===== src/rtl/pll_supervisor.sv =====
// pll_supervisor
//   Sequences an ECP5 EHXPLLL through reset and lock, then releases a set of
//   downstream reset channels one after another. Lock is re-checked for the
//   whole time the block runs. If lock is lost or a relock is requested, every
//   channel is pulled back into reset and the PLL is pulsed again.
//
// Ports
//   clkin         reference clock. This is the only clock, and all flops use its rising edge.
//   resetn        synchronous active-low reset
//   pll_locked    LOCK from the PLL. It is asynchronous, so it is synchronised here.
//   force_relock  single-cycle request to re-reset the PLL
//   pll_rst       PLL RST pin, active-high
//   ch_rstn       per-channel reset, active-low, released in staggered order
//   ready         high while every channel is released and the PLL is locked
//   state         0=PLL_RESET 1=WAIT_LOCK 2=STABLE 3=RELEASE 4=RUN
//   relock_count  lock losses seen after release started (saturating)
//   timeout_count lock-wait timeouts (saturating)
module pll_supervisor #(
   parameter int NUM_CH              = 3,
   parameter int PLL_RST_CYCLES      = 16,
   parameter int LOCK_TIMEOUT_CYCLES = 250000,
   parameter int LOCK_STABLE_CYCLES  = 1024,
   parameter int STAGGER_CYCLES      = 8,
   parameter int CNT_W               = 8
) (
   input  logic              clkin,
   input  logic              resetn,
   input  logic              pll_locked,
   input  logic              force_relock,
   output logic              pll_rst,
   output logic [NUM_CH-1:0] ch_rstn,
   output logic              ready,
   output logic [2:0]        state,
   output logic [CNT_W-1:0]  relock_count,
   output logic [CNT_W-1:0]  timeout_count
);

   localparam logic [2:0] S_PLL_RESET = 3'd0;
   localparam logic [2:0] S_WAIT_LOCK = 3'd1;
   localparam logic [2:0] S_STABLE    = 3'd2;
   localparam logic [2:0] S_RELEASE   = 3'd3;
   localparam logic [2:0] S_RUN       = 3'd4;

   // A single phase timer is shared by every state. Size it for the longest phase.
   localparam int REL_LAST = (NUM_CH - 1) * STAGGER_CYCLES;
   localparam int MAX_A    = (PLL_RST_CYCLES > LOCK_TIMEOUT_CYCLES) ? PLL_RST_CYCLES : LOCK_TIMEOUT_CYCLES;
   localparam int MAX_B    = (LOCK_STABLE_CYCLES > REL_LAST) ? LOCK_STABLE_CYCLES : REL_LAST;
   localparam int CNT_MAX  = (MAX_A > MAX_B) ? MAX_A : MAX_B;
   localparam int TW       = $clog2(CNT_MAX + 1);

   logic              sync1_q, sync1_d;
   logic              lock_s_q, lock_s_d;
   logic [2:0]        state_q, state_d;
   logic [TW-1:0]     cnt_q, cnt_d;
   logic [CNT_W-1:0]  relock_q, relock_d;
   logic [CNT_W-1:0]  timeout_q, timeout_d;
   logic              pll_rst_q, pll_rst_d;
   logic [NUM_CH-1:0] ch_rstn_q, ch_rstn_d;
   logic              ready_q, ready_d;
   logic              lock_lost;

   always_comb begin
      sync1_d   = pll_locked;
      lock_s_d  = sync1_q;
      state_d   = state_q;
      cnt_d     = cnt_q + 1'b1;
      relock_d  = relock_q;
      timeout_d = timeout_q;

      // Lock loss is checked before force_relock. When both happen in the same
      // cycle, there is one transition and the loss is still counted.
      lock_lost = ((state_q == S_RELEASE) || (state_q == S_RUN)) && !lock_s_q;

      if (lock_lost) begin
         state_d  = S_PLL_RESET;
         relock_d = (&relock_q) ? relock_q : relock_q + 1'b1;
      end else if (force_relock && (state_q != S_PLL_RESET)) begin
         state_d = S_PLL_RESET;
      end else begin
         case (state_q)
            S_PLL_RESET: if (cnt_q == TW'(PLL_RST_CYCLES - 1)) state_d = S_WAIT_LOCK;
            S_WAIT_LOCK: begin
               if (lock_s_q) begin
                  state_d = S_STABLE;
               end else if (cnt_q == TW'(LOCK_TIMEOUT_CYCLES - 1)) begin
                  state_d   = S_PLL_RESET;
                  timeout_d = (&timeout_q) ? timeout_q : timeout_q + 1'b1;
               end
            end
            S_STABLE: begin
               if (!lock_s_q)                                   state_d = S_WAIT_LOCK;
               else if (cnt_q == TW'(LOCK_STABLE_CYCLES - 1))   state_d = S_RELEASE;
            end
            S_RELEASE: if (cnt_q == TW'(REL_LAST)) state_d = S_RUN;
            S_RUN:     cnt_d = cnt_q;   // no timing in RUN; hold to avoid wrap
            default:   state_d = S_PLL_RESET;
         endcase
      end

      // Every state entry restarts the phase timer at 0.
      if (state_d != state_q) cnt_d = '0;

      // Outputs are registered from the next state. The timer value therefore
      // lines up with the cycle in which each output becomes visible.
      pll_rst_d = (state_d == S_PLL_RESET);
      ready_d   = (state_d == S_RUN);
      for (int k = 0; k < NUM_CH; k++) begin
         ch_rstn_d[k] = (state_d == S_RUN) ||
                        ((state_d == S_RELEASE) && (cnt_d >= TW'(k * STAGGER_CYCLES)));
      end
   end

   always_ff @(posedge clkin) begin
      if (!resetn) begin
         sync1_q   <= 1'b0;
         lock_s_q  <= 1'b0;
         state_q   <= S_PLL_RESET;
         cnt_q     <= '0;
         relock_q  <= '0;
         timeout_q <= '0;
         pll_rst_q <= 1'b1;
         ch_rstn_q <= '0;
         ready_q   <= 1'b0;
      end else begin
         sync1_q   <= sync1_d;
         lock_s_q  <= lock_s_d;
         state_q   <= state_d;
         cnt_q     <= cnt_d;
         relock_q  <= relock_d;
         timeout_q <= timeout_d;
         pll_rst_q <= pll_rst_d;
         ch_rstn_q <= ch_rstn_d;
         ready_q   <= ready_d;
      end
   end

   assign pll_rst       = pll_rst_q;
   assign ch_rstn       = ch_rstn_q;
   assign ready         = ready_q;
   assign state         = state_q;
   assign relock_count  = relock_q;
   assign timeout_count = timeout_q;

endmodule


===== config.mk =====
export PLATFORM = sky130hd
export DESIGN_NAME = pll_supervisor
export DESIGN_NICKNAME = d
export VERILOG_FILES = /design/src/rtl/pll_supervisor.sv
export SDC_FILE = /design/constraint.sdc
export NUM_CORES = 1
export LEC_CHECK = 0
export CORE_ASPECT_RATIO = 1.25
export CORE_MARGIN = 5
export CORE_UTILIZATION = 55
export CTS_BUF_LIST = sky130_fd_sc_hd__clkbuf_8 sky130_fd_sc_hd__clkbuf_16
export DETAILED_ROUTE_END_ITERATION = 10
export HOLD_SLACK_MARGIN = 0.08
export PLACE_DENSITY_LB_ADDON = 0.25
export SLEW_MARGIN = 20
export SYNTH_ARGS = -nofsm -noshare
export SYNTH_HDL_FRONTEND = slang
export SYNTH_SLANG_ARGS = --single-unit
export TNS_END_PERCENT = 50

===== constraint.sdc =====
create_clock -name clkin -period 2.55 [get_ports clkin]
set_input_delay 0.3825 -clock clkin [delete_from_list [all_inputs] [get_ports clkin]]
set_output_delay 0.3825 -clock clkin [all_outputs]
set_load 0.01 [all_outputs]

==> results.md <==
* Status: completed
* Initial antenna violation count at 0
* Die Area at 6090 um2
* Min-Delay Path Class: register to register
* Post-synth EDFFs at 0
* Max VDD drop at 0.233 mV
* CP arrival at 2.52 ns
* TritonRoute pass-1 iters at 4
* Total congestion overflow at 0
* Routed met2 length at 2860 um
* Main synth FF type: dfxtp_1
* CTS max path bufs at 2
* Pin count of the biggest net entering global routing at 19
* Core area at 4460 um2
* Final period util at 91.0%
* Final net count at 330
* Flop2flop setup slack at 0.23 ns
* Total power divided by cell area at 399 nW/um2
* Async S/R FF share, synth at 0%
* IO Pins at 28
* CTS tree: built
* Root Driver: clkbuf_8
* Post-CTS Setup Bufs at 0
* # fillers at 379
* Max Cap Viol at 0
* Area contributors post-synth: dfxtp_1 35%, xnor2_1 7.9%, and2_1 3.9%
* Met1 wire length at 2520 um
* Clock skew at 0.00772 ns
* Static Leak at 0.00107 uW
* DR WL/cell at 15.5 um
* Commonest non-fill, non-tap cells in the layout: 44 x dfxtp_1, 27 x clkdlybuf4s50_1, 23 x xnor2_1, 23 x nand2_1
* Top Layer Used: met4
* Post-DP Area at 2880 um2
* CTS resizes at 0
* Worst skew pair latency at 0.30 ns
* Syn Area/Cell at 8.86 um2
* Post-Synthesis Cells at 287
* Netlist Area Pre-Place at 2540 um2
* CP max FO at 8
* Rel. slew slack at 64.2%
* # DRC at 0
* Metal3 WL at 279 um
* CP Launch Type: register
* Cell variety after synth at 58
* Post-route cell area at 2970 um2
* Least-Margin Pin Slew at 0.535 ns
* Setup violation total in the final timing report at 0
* DIE WIDTH at 70.8 um
* Chip Height at 86.0 um
* Register area share after synthesis at 34.6%
* Worst setup EP type: register
* Routability cong. at 0.974
* Starting Density at 57.0%
* H-tree Lvls at 2
* Top-area cell type share of the netlist area at 34.6%
* Clock sink total at 44
* Antenna-violating nets left at 0
* Register bit total from synthesis at 44
* Area leader, netlist: dfxtp_1
* Required @ worst endpoint at 2.75 ns
* Ys Warns at 0
* F_max at 0.431 GHz
* Sequential cell area at 881 um2
* Post-Syn Nets at 295
* Area Overhead vs Synth at 16.9%
* Num CTS Buffers at 5
* Buffers on Ports at 27
* Vias at 2238
* Global Route Usage Sum at 20.6%
* First-pass GRT wire length at 10100 um
* Commonest non-fill, non-tap cell in the layout: dfxtp_1
* Fin. Hold Viols at 0
* Iteration-0 DRC Markers at 169
* Clk pin slew, worst setup/hold paths at 0.08 ns
* Multi-input logic area at 1520 um2
* Cts hold-fix bufs at 0
* Fin. max-slew vios at 0
* Crit Path Class: register to register
* Final Routed Wirelength at 5890 um
* Row cnt at 27
* Number of global-route vias before repair at 2162
* Setup_tns at 0 ns
* HPWL after DPL at 4380 um
* Via density at 5.87
* Post-layout min period at 2.32 ns
* RSZ-0062 raised after global routing: no
* Antenna fix cells at 0
* Layout cells sized above 1 at 11.5%
cells by family (layout without fill, tap and decap cells):
group | count (synthesis) | count (layout) | synth area share, %
AOI/OAI and AO/OA | 45 | 45 | 13.4
muxes | 3 | 3 | 1.23
and+or+nand+nor | 137 | 137 | 31.4
adders and majority gates | 4 | 4 | 1.97
buffers and inverters | 20 | 56 | 5.61
DFF | 44 | 44 | 34.6
xor gates and xnor gates | 34 | 34 | 11.7
synth_stat cells (2+ instances only):
master	n
dfxtp_1	44
nand2_1	23
xnor2_1	23
and2_1	16
nor3_1	16
nand3_1	14
nand4_1	14
a21oi_1	13
nor2_1	12
xor2_1	11
nor4_1	10
a21boi_0	6
buf_6	6
and3_1	5
clkbuf_1	5
inv_1	5
nor2b_1	5
a31oi_1	4
ha_1	4
a211oi_1	3
o21ai_0	3
or3_1	3
a21o_1	2
and2_2	2
clkbuf_8	2
mux2i_1	2
nand2b_1	2
nor4b_1	2
final timing paths:
path | from | end | cells after the start
setup / recovery | cnt_q[6]$_SDFF_PN0_ | cnt_q[1]$_SDFF_PN0_ | 6
hold / removal | lock_s_d$_SDFF_PN0_ | lock_s_q$_SDFF_PN0_ | 1
setup reg to reg | cnt_q[6]$_SDFF_PN0_ | cnt_q[1]$_SDFF_PN0_ | 6
hold reg to reg | lock_s_d$_SDFF_PN0_ | lock_s_q$_SDFF_PN0_ | 1
where the power goes:
group | leakage (uW) | internal (uW) | switching [uW]
sequential | 0.000355 | 692 | 7.42
clock | 0.0000538 | 213 | 231
combinational | 0.000660 | 18.7 | 22.3
total | 0.00107 | 924 | 261
per-stage QoR:
step | power [uW] | cells | setup WS, ns | hold slack [ns] | utilization, %
CTS | 1190 | 381 | 0.235 | 0.447 | 66.6
global route | 1230 | 381 | 0.0107 | 0.470 | 66.6
global placement | 755 | 373 | 0.235 | 0.416 | 64.6
floorplan | 740 | 287 | 0.415 | 0.412 | -
detailed placement | 757 | 373 | 0.262 | 0.428 | 64.6
finish | 1180 | 381 | 0.230 | 0.444 | 66.6
metal layers:
metal | global-route usage [%] | vias up
met4 | 9.91 | 0
li1 | - | 1105
met5 | 0 | -
met1 | 23.6 | 1043
met3 | 4.45 | 22
met2 | 36.0 | 68
sequential cells by signal, indices dropped and copies added, names as in the netlist:
signal,cells
state,3
relock_count,8
lock_s_d,1
lock_s_q,1
cnt_q,18
ch_rstn,3
ready,1
pll_rst,1
timeout_count,8
final cells by class:
cell class | instances | area share (%)
Timing Repair Buffer | 43 | 13.1
Multi-Input combinational cell | 223 | 51.1
Clock buffer | 6 | 2.78
Sequential cell | 44 | 29.6
Clock inverter | 2 | 0.253
Inverter | 5 | 0.632
Tap cell | 58 | 2.44
worst max-delay path: stages, from the launching register on:
cell	delay, ns
dfxtp_1	0.40
or4_4	0.57
or3_4	0.41
o21ai_1	0.14
a21boi_4	0.24
a31oi_4	0.18
nor4_1	0.29
Power figures use the tool's default switching activity.
